$ cat src/rtl/hwpe_ctrl_seq_div.sv
// Radix-2 restoring sequential divider: NW-bit dividend by DW-bit divisor, one quotient bit per clock.
// Optional signed mode is enabled by defining HWPE_CTRL_SEQ_DIV_SIGNED_EN.
//
// state | meaning
// IDLE  | waiting for start, no valid result
// BUSY  | iterating, one quotient bit per edge
// DONE  | result held stable, new start accepted
module hwpe_ctrl_seq_div #(
    parameter int NW = 16,
    parameter int DW = 8
) (
    input  logic          clk_i,
    input  logic          rst_ni,
    input  logic          clear_i,
    input  logic          start_i,
    input  logic [NW-1:0] num_i,
    input  logic [DW-1:0] den_i,
    input  logic          signed_i,
    output logic          ready_o,
    output logic          valid_o,
    output logic [NW-1:0] quot_o,
    output logic [DW-1:0] rem_o,
    output logic          div_zero_o
);

    localparam int CW = $clog2(NW + 1);

    typedef enum logic [1:0] {IDLE, BUSY, DONE} state_t;

    state_t        state;
    logic [CW-1:0] cnt;
    logic [DW:0]   r;
    logic [NW-1:0] q;
    logic [DW-1:0] den_r;
    logic [DW-1:0] num_lo;
    logic          neg_q;
    logic          neg_r;
    logic          dz;
    logic          ready_r;
    logic          valid_r;

    logic          sgn_num;
    logic          sgn_den;
    logic [NW-1:0] num_mag;
    logic [DW-1:0] den_mag;
    logic [DW:0]   t;
    logic [DW:0]   t_sub;
    logic          ge;
    logic          unused_r;

`ifdef HWPE_CTRL_SEQ_DIV_SIGNED_EN
    assign sgn_num = signed_i & num_i[NW-1];
    assign sgn_den = signed_i & den_i[DW-1];
`else
    logic unused_signed;
    assign unused_signed = signed_i;
    assign sgn_num       = 1'b0;
    assign sgn_den       = 1'b0;
`endif

    assign num_mag = sgn_num ? -num_i : num_i;
    assign den_mag = sgn_den ? -den_i : den_i;

    assign t        = {r[DW-1:0], q[NW-1]};
    assign t_sub    = t - {1'b0, den_r};
    assign ge       = (t >= {1'b0, den_r});
    assign unused_r = r[DW];

    always_ff @(posedge clk_i) begin
        if (!rst_ni || clear_i) begin
            state   <= IDLE;
            cnt     <= '0;
            r       <= '0;
            q       <= '0;
            den_r   <= '0;
            num_lo  <= '0;
            neg_q   <= 1'b0;
            neg_r   <= 1'b0;
            dz      <= 1'b0;
            ready_r <= 1'b1;
            valid_r <= 1'b0;
        end else begin
            case (state)
                IDLE, DONE: begin
                    if (start_i) begin
                        state   <= BUSY;
                        cnt     <= '0;
                        r       <= '0;
                        q       <= num_mag;
                        den_r   <= den_mag;
                        num_lo  <= num_i[DW-1:0];
                        neg_q   <= sgn_num ^ sgn_den;
                        neg_r   <= sgn_num;
                        dz      <= (den_i == '0);
                        ready_r <= 1'b0;
                        valid_r <= 1'b0;
                    end
                end
                BUSY: begin
                    r   <= ge ? t_sub : t;
                    q   <= {q[NW-2:0], ge};
                    cnt <= cnt + 1'b1;
                    if (cnt == CW'(NW - 1)) begin
                        state   <= DONE;
                        ready_r <= 1'b1;
                        valid_r <= 1'b1;
                    end
                end
                default: begin
                    state   <= IDLE;
                    ready_r <= 1'b1;
                    valid_r <= 1'b0;
                end
            endcase
        end
    end

    // Divide-by-zero overrides the natural datapath result with the fixed pattern.
    assign ready_o    = ready_r;
    assign valid_o    = valid_r;
    assign div_zero_o = dz;
    assign quot_o     = dz ? '1 : (neg_q ? -q : q);
    assign rem_o      = dz ? num_lo : (neg_r ? -r[DW-1:0] : r[DW-1:0]);

endmodule

$ cat config.mk
export PLATFORM = sky130hd
export DESIGN_NAME = hwpe_ctrl_seq_div
export DESIGN_NICKNAME = d
export VERILOG_FILES = /design/src/rtl/hwpe_ctrl_seq_div.sv
export SDC_FILE = /design/constraint.sdc
export NUM_CORES = 1
export LEC_CHECK = 0
export BUFFER_PORTS_ARGS = -buffer_cell sky130_fd_sc_hd__buf_2
export CORE_ASPECT_RATIO = 1.1
export CORE_UTILIZATION = 54
export DETAILED_ROUTE_END_ITERATION = 8
export GPL_TIMING_DRIVEN = 0
export PLACE_DENSITY = 0.89
export SLEW_MARGIN = 30
export SYNTH_ARGS = -nofsm -noshare
export SYNTH_HDL_FRONTEND = slang
export SYNTH_SLANG_ARGS = --single-unit
$ cat constraint.sdc
create_clock -name clk_i -period 2.3 [get_ports clk_i]
set_clock_uncertainty 0.1 [all_clocks]
set_input_delay 0 -clock clk_i [delete_from_list [all_inputs] [get_ports clk_i]]
set_output_delay 0 -clock clk_i [all_outputs]
set_load 0.1 [all_outputs]
# == Word-level counts from Yosys, hierarchy flattened ==
# Cells that the tools add are included.
# totals
register_bits,50
word_cells,42
# op_classes
addsub,2
magnitude_cmp,1
n_eq_ne,5
mux,16
n_reduce_logical,9
# op_table
cell,count
$mux W16,2
$pmux W16 S2,1
$mux W8,3
$pmux W8 S2,1
$pmux W5 S2,1
$ge A9 B8 Y1,1
$logic_not A8 Y1,1
$sub A8 B8 Y8,1
$reduce_and A2 Y1,3
$add A5 B1 Y5 const B,1
$eq A5 B4 Y1 const B,1
$mux W5,1
$mux W2,2
$ne A2 B2 Y1 const B,2
$pmux W1 S2,2
$pmux W2 S2,1
$eq A2 B1 Y1 const B,1
$eq A2 B2 Y1 const B,1
$logic_not A2 Y1,1
$mux W1,2
$reduce_bool A2 Y1,1
$reduce_or A2 Y1,1
$logic_not A1 Y1,1
$logic_or A1 B1 Y1,1

# == Longest topological paths before layout ==
# depth
ltp_word,4
depth_mapped,8

# == Worst setup path after synthesis ==
# Ideal clock, no wire load.
# synth_path
path_kind,register to output
from,reg dz (netlist: div_zero_o)
to,out rem_o[0]
t_arrival_ps,3245
t_required_ps,2200
setup_slack_ps,-1045
path_stages_with_launch,4
path_buffers,2
path_cell_list,dfxtp_1 -> clkbuf_1 -> clkbuf_1 -> o21ai_0
# synth_via
elab_chain_len,1
# synth_rtl
element,line,rtl
from (decl),38,logic dz;
from (signal assigned),94,dz <= (den_i == '0);
$mux W8,123,assign rem_o = dz ? num_lo : (neg_r ? -r[DW-1:0] : r[DW-1:0]);
to (decl),22,"output logic [DW-1:0] rem_o,"
# No other way between the ends.

# == Worst setup path in the final report ==
# layout_path
from,reg q[15]
to,reg r[1]
# layout_via
elab_chain_len,3
word_cells_on_any_way,4
classes_between,1 x add/sub; 1 x order compare; 2 x mux
# layout_rtl
element,line,rtl
from (decl),33,logic [NW-1:0] q;
from (signal assigned),89,q <= num_mag;
from (signal assigned),101,"q <= {q[NW-2:0], ge};"
$sub A8 B8 Y8 / $ge A9 B8 Y1 (equally long branches),"65, 66",
$mux W8 (*),100,r <= ge ? t_sub : t;
$pmux W8 S2 (*),83,case (state)
to (signal assigned),100,
to (decl),32,logic [DW:0] r;
# Mark *: on every way between the ends. The rest lies on a longest branch, timed or not.
# A chain may end at the register's enable or synchronous reset.

==> impl_results.md <==
- Status: completed
- Slowest stage cell, crit path: o31ai_4
- Rows: 25
- Die area: 0.00487 mm²
- First-pass GRT wire length: 11,100 µm
- Worst EP arrival: 2.30 ns
- Post-Syn Instances: 312
- Clock share of power: 0.316
- Worst setup path class: flip-flop to flip-flop
- Vias after detailed routing: 2,609
- Most common cell after layout, fill and taps aside: nand2_1
- Internal power: 0.00123 W
- Share of cells above drive strength 1: 0.224
- Sequential share of power: 0.483
- Final slew viol count: 0
- Fin Hold WS: 0.0399 ns
- Mapped Nets: 352
- Average instance area after synthesis: 7.96 µm²
- Met2 routed wirelength: 3470 µm
- Post-CTS setup buffer count: 0
- Most frequent cells in the layout: 69 x nand2_1, 54 x buf_2, 49 x dfxtp_1
- Final hold viol count: 0
- Register area share after synthesis: 0.395
- Initial antenna violation count: 0
- Register-to-register path setup slack: 0.11 ns
- Insertion delay to the later sink of the worst-skew pair: 0.32 ns
- Port bufs: 54
- Largest net degree at the start of global routing: 19
- CP delay by family, top: compound AO/OA/AOI/OAI gates
- Max-slew headroom: 0.418
- Max_cap viols: 0
- Leakage: 1.43 nW
- Number of global-route vias before repair: 2,523
- Root buffer cell: clkbuf_8
- I/O pin count: 56
- Max IR drop VDD: 0.491 mV
- CTS sink count: 49
- Pre-antenna DRT Iters: 4
- Pwr dens: 573 mW/mm²
- Tightest Pin Transition: 0.867 ns
- Placed instance count: 420
- Synth async-reset ratio: 0
- Final Critical Period: 2.19 ns
- Wirelength, routed: 6980 µm
- Mapped Area: 0.00248 mm²
- HPWL after DPL: 4480 µm
- Power share of the combinational group: 0.201
- CP max stage delay: 0.56 ns
- Starting density of the core: 0.571
- Top FF cell, synth: dfxtp_1
- Cell variety after synth: 39
- Post-synth EDFFs: 0
- Hold Buf Count CTS: 28
- NumNets Final: 441
- M1 wire length: 2910 µm
- Iter 0 DRT Violations: 178
- Final ANT Viol Nets: 0
- Met3 wire len: 380 µm
- Die Height: 73.1 µm
- Net Sw Frac: 0.330
- Yosys warns: 0
- Unrepaired setup endpoints after global routing: no
- Area delta synth->final: 29.0%
- Max Used Layer: met4
- Worst Setup Start Kind: flip-flop
- Clock transition at path regs: 0.11 ns
- Cts repair resizes: 0
- Clock Tree Buf Depth: 2
- Gr ovfl total: 0
- RD Place Congestion: 0.817
- Total power: 0.00183 W
- CP required: 2.41 ns
- Min-Delay Path Class: input pin to flip-flop
- Setup_tns: 0 ns
- Die X-Extent: 66.6 µm
- Fin crit share: 0.951
- Tot GR Track Use: 0.304
- Critical path buffers and inverters: 1
- Max Fclk: 457 MHz
- Net switching power figure: 0.000604 W
- CTS tree: yes
- Vias/cell: 5.72
- Crit-path max FO: 10
- Drt drc: 0
- Count of state elements after synthesis: 49
- Dpl ws: 0.190 ns
- Total CTS buffers: 5
- Floorplan Core Area: 0.00435 mm²
- Cell Count, Final, Fillers Out: 456
- WL per Instance: 15.3 µm
- Critical-path cell list: inv_1 > ha_1 > nand2b_1 > a31oi_1 > o31ai_4 > mux2i_1 > a22o_1
- Worst setup margin: 0.112 ns
- Final setup viols: 0
- Antenna fix cells: 0
- Endpoint type of the worst setup path: flip-flop
- H-tree depth: 2
## state kept, by name, summed over array words and instances (netlist names)
name and cells:
q 16, den_r 8, num_lo 8, r 8
cnt 5, state 2, div_zero_o 1, ready_o 1
## routing by layer
| metal | GRT usage | vias to the layer above |
|---|---|---|
| met5 | 0 | - |
| met4 | 0.142 | 0 |
| met3 | 0.0750 | 22 |
| met2 | 0.520 | 103 |
| met1 | 0.352 | 1233 |
| li1 | - | 1251 |
## final cells by class
type                       instances  area (µm²)
multi-input combinational        235        1400
fill                             313        1150
sequential                        49         981
timing repair buffer              82         551
clock buffer                       5        68.8
tap                               54        67.6
buffer                            15        56.3
inverter                          13        48.8
clock inverter                     3        28.8
## worst paths after layout
path / cells past startpoint / start / to
worst min register to register: 2 / num_lo[6] / num_lo[6]
worst max register to register: 7 / q[15] / r[1]
worst min-delay path: 4 / rst_ni / r[4]
worst max-delay path: 7 / q[15] / r[1]
## logic make-up (layout without fill, tap and decap cells)
group           Yosys count  after routing  synth area share
fa+ha+maj                11             11            0.0585
flops                    49             49             0.395
mux                      12             12            0.0519
simple gates            130            130             0.239
xor+xnor                  4              4            0.0141
buf+inv                  28            118            0.0423
compound gates           78             78             0.199
## power groups by stage
stage                     Combinational [W]  Sequential (W)  Clock, W
after floorplan                    0.000239        0.000907         0
after global placement             0.000313        0.000904         0
after detailed placement           0.000321        0.000904         0
after CTS                          0.000359        0.000885  0.000572
after global routing               0.000393        0.000889  0.000602
final                              0.000368        0.000886  0.000579
## metrics by stage
stage / cell area (µm²) / util
6_report: 3200 / 0.736
3_3_place_gp: 2820 / 0.649
3_5_place_dp: 2820 / 0.649
2_1_floorplan: 2490 / -
5_1_grt: 3200 / 0.736
4_1_cts: 3200 / 0.736
## Yosys cell counts (all sizes together) (3+ instances only)
cell,instances,share of area
inv,13,0.020
nand2,69,0.10
mux2i,5,0.020
a22oi,9,0.027
nor2b,4,0.010
dfxtp,49,0.40
and3,3,0.0076
ha,10,0.050
a31oi,10,0.025
nor2,19,0.029
nand3,3,0.0081
mux2,7,0.032
o21ai,11,0.022
o2bb2a,3,0.012
clkbuf,14,0.021
or2,17,0.043
a21oi,33,0.067
nand2b,6,0.015
nor3,3,0.0060
## worst min-delay path: cells and delay by family
family	cells	cell delay, ns
simple gates	2	0.24
buf+inv	1	0.11
compound gates	1	0.08
(Power assumes the default switching activity.)
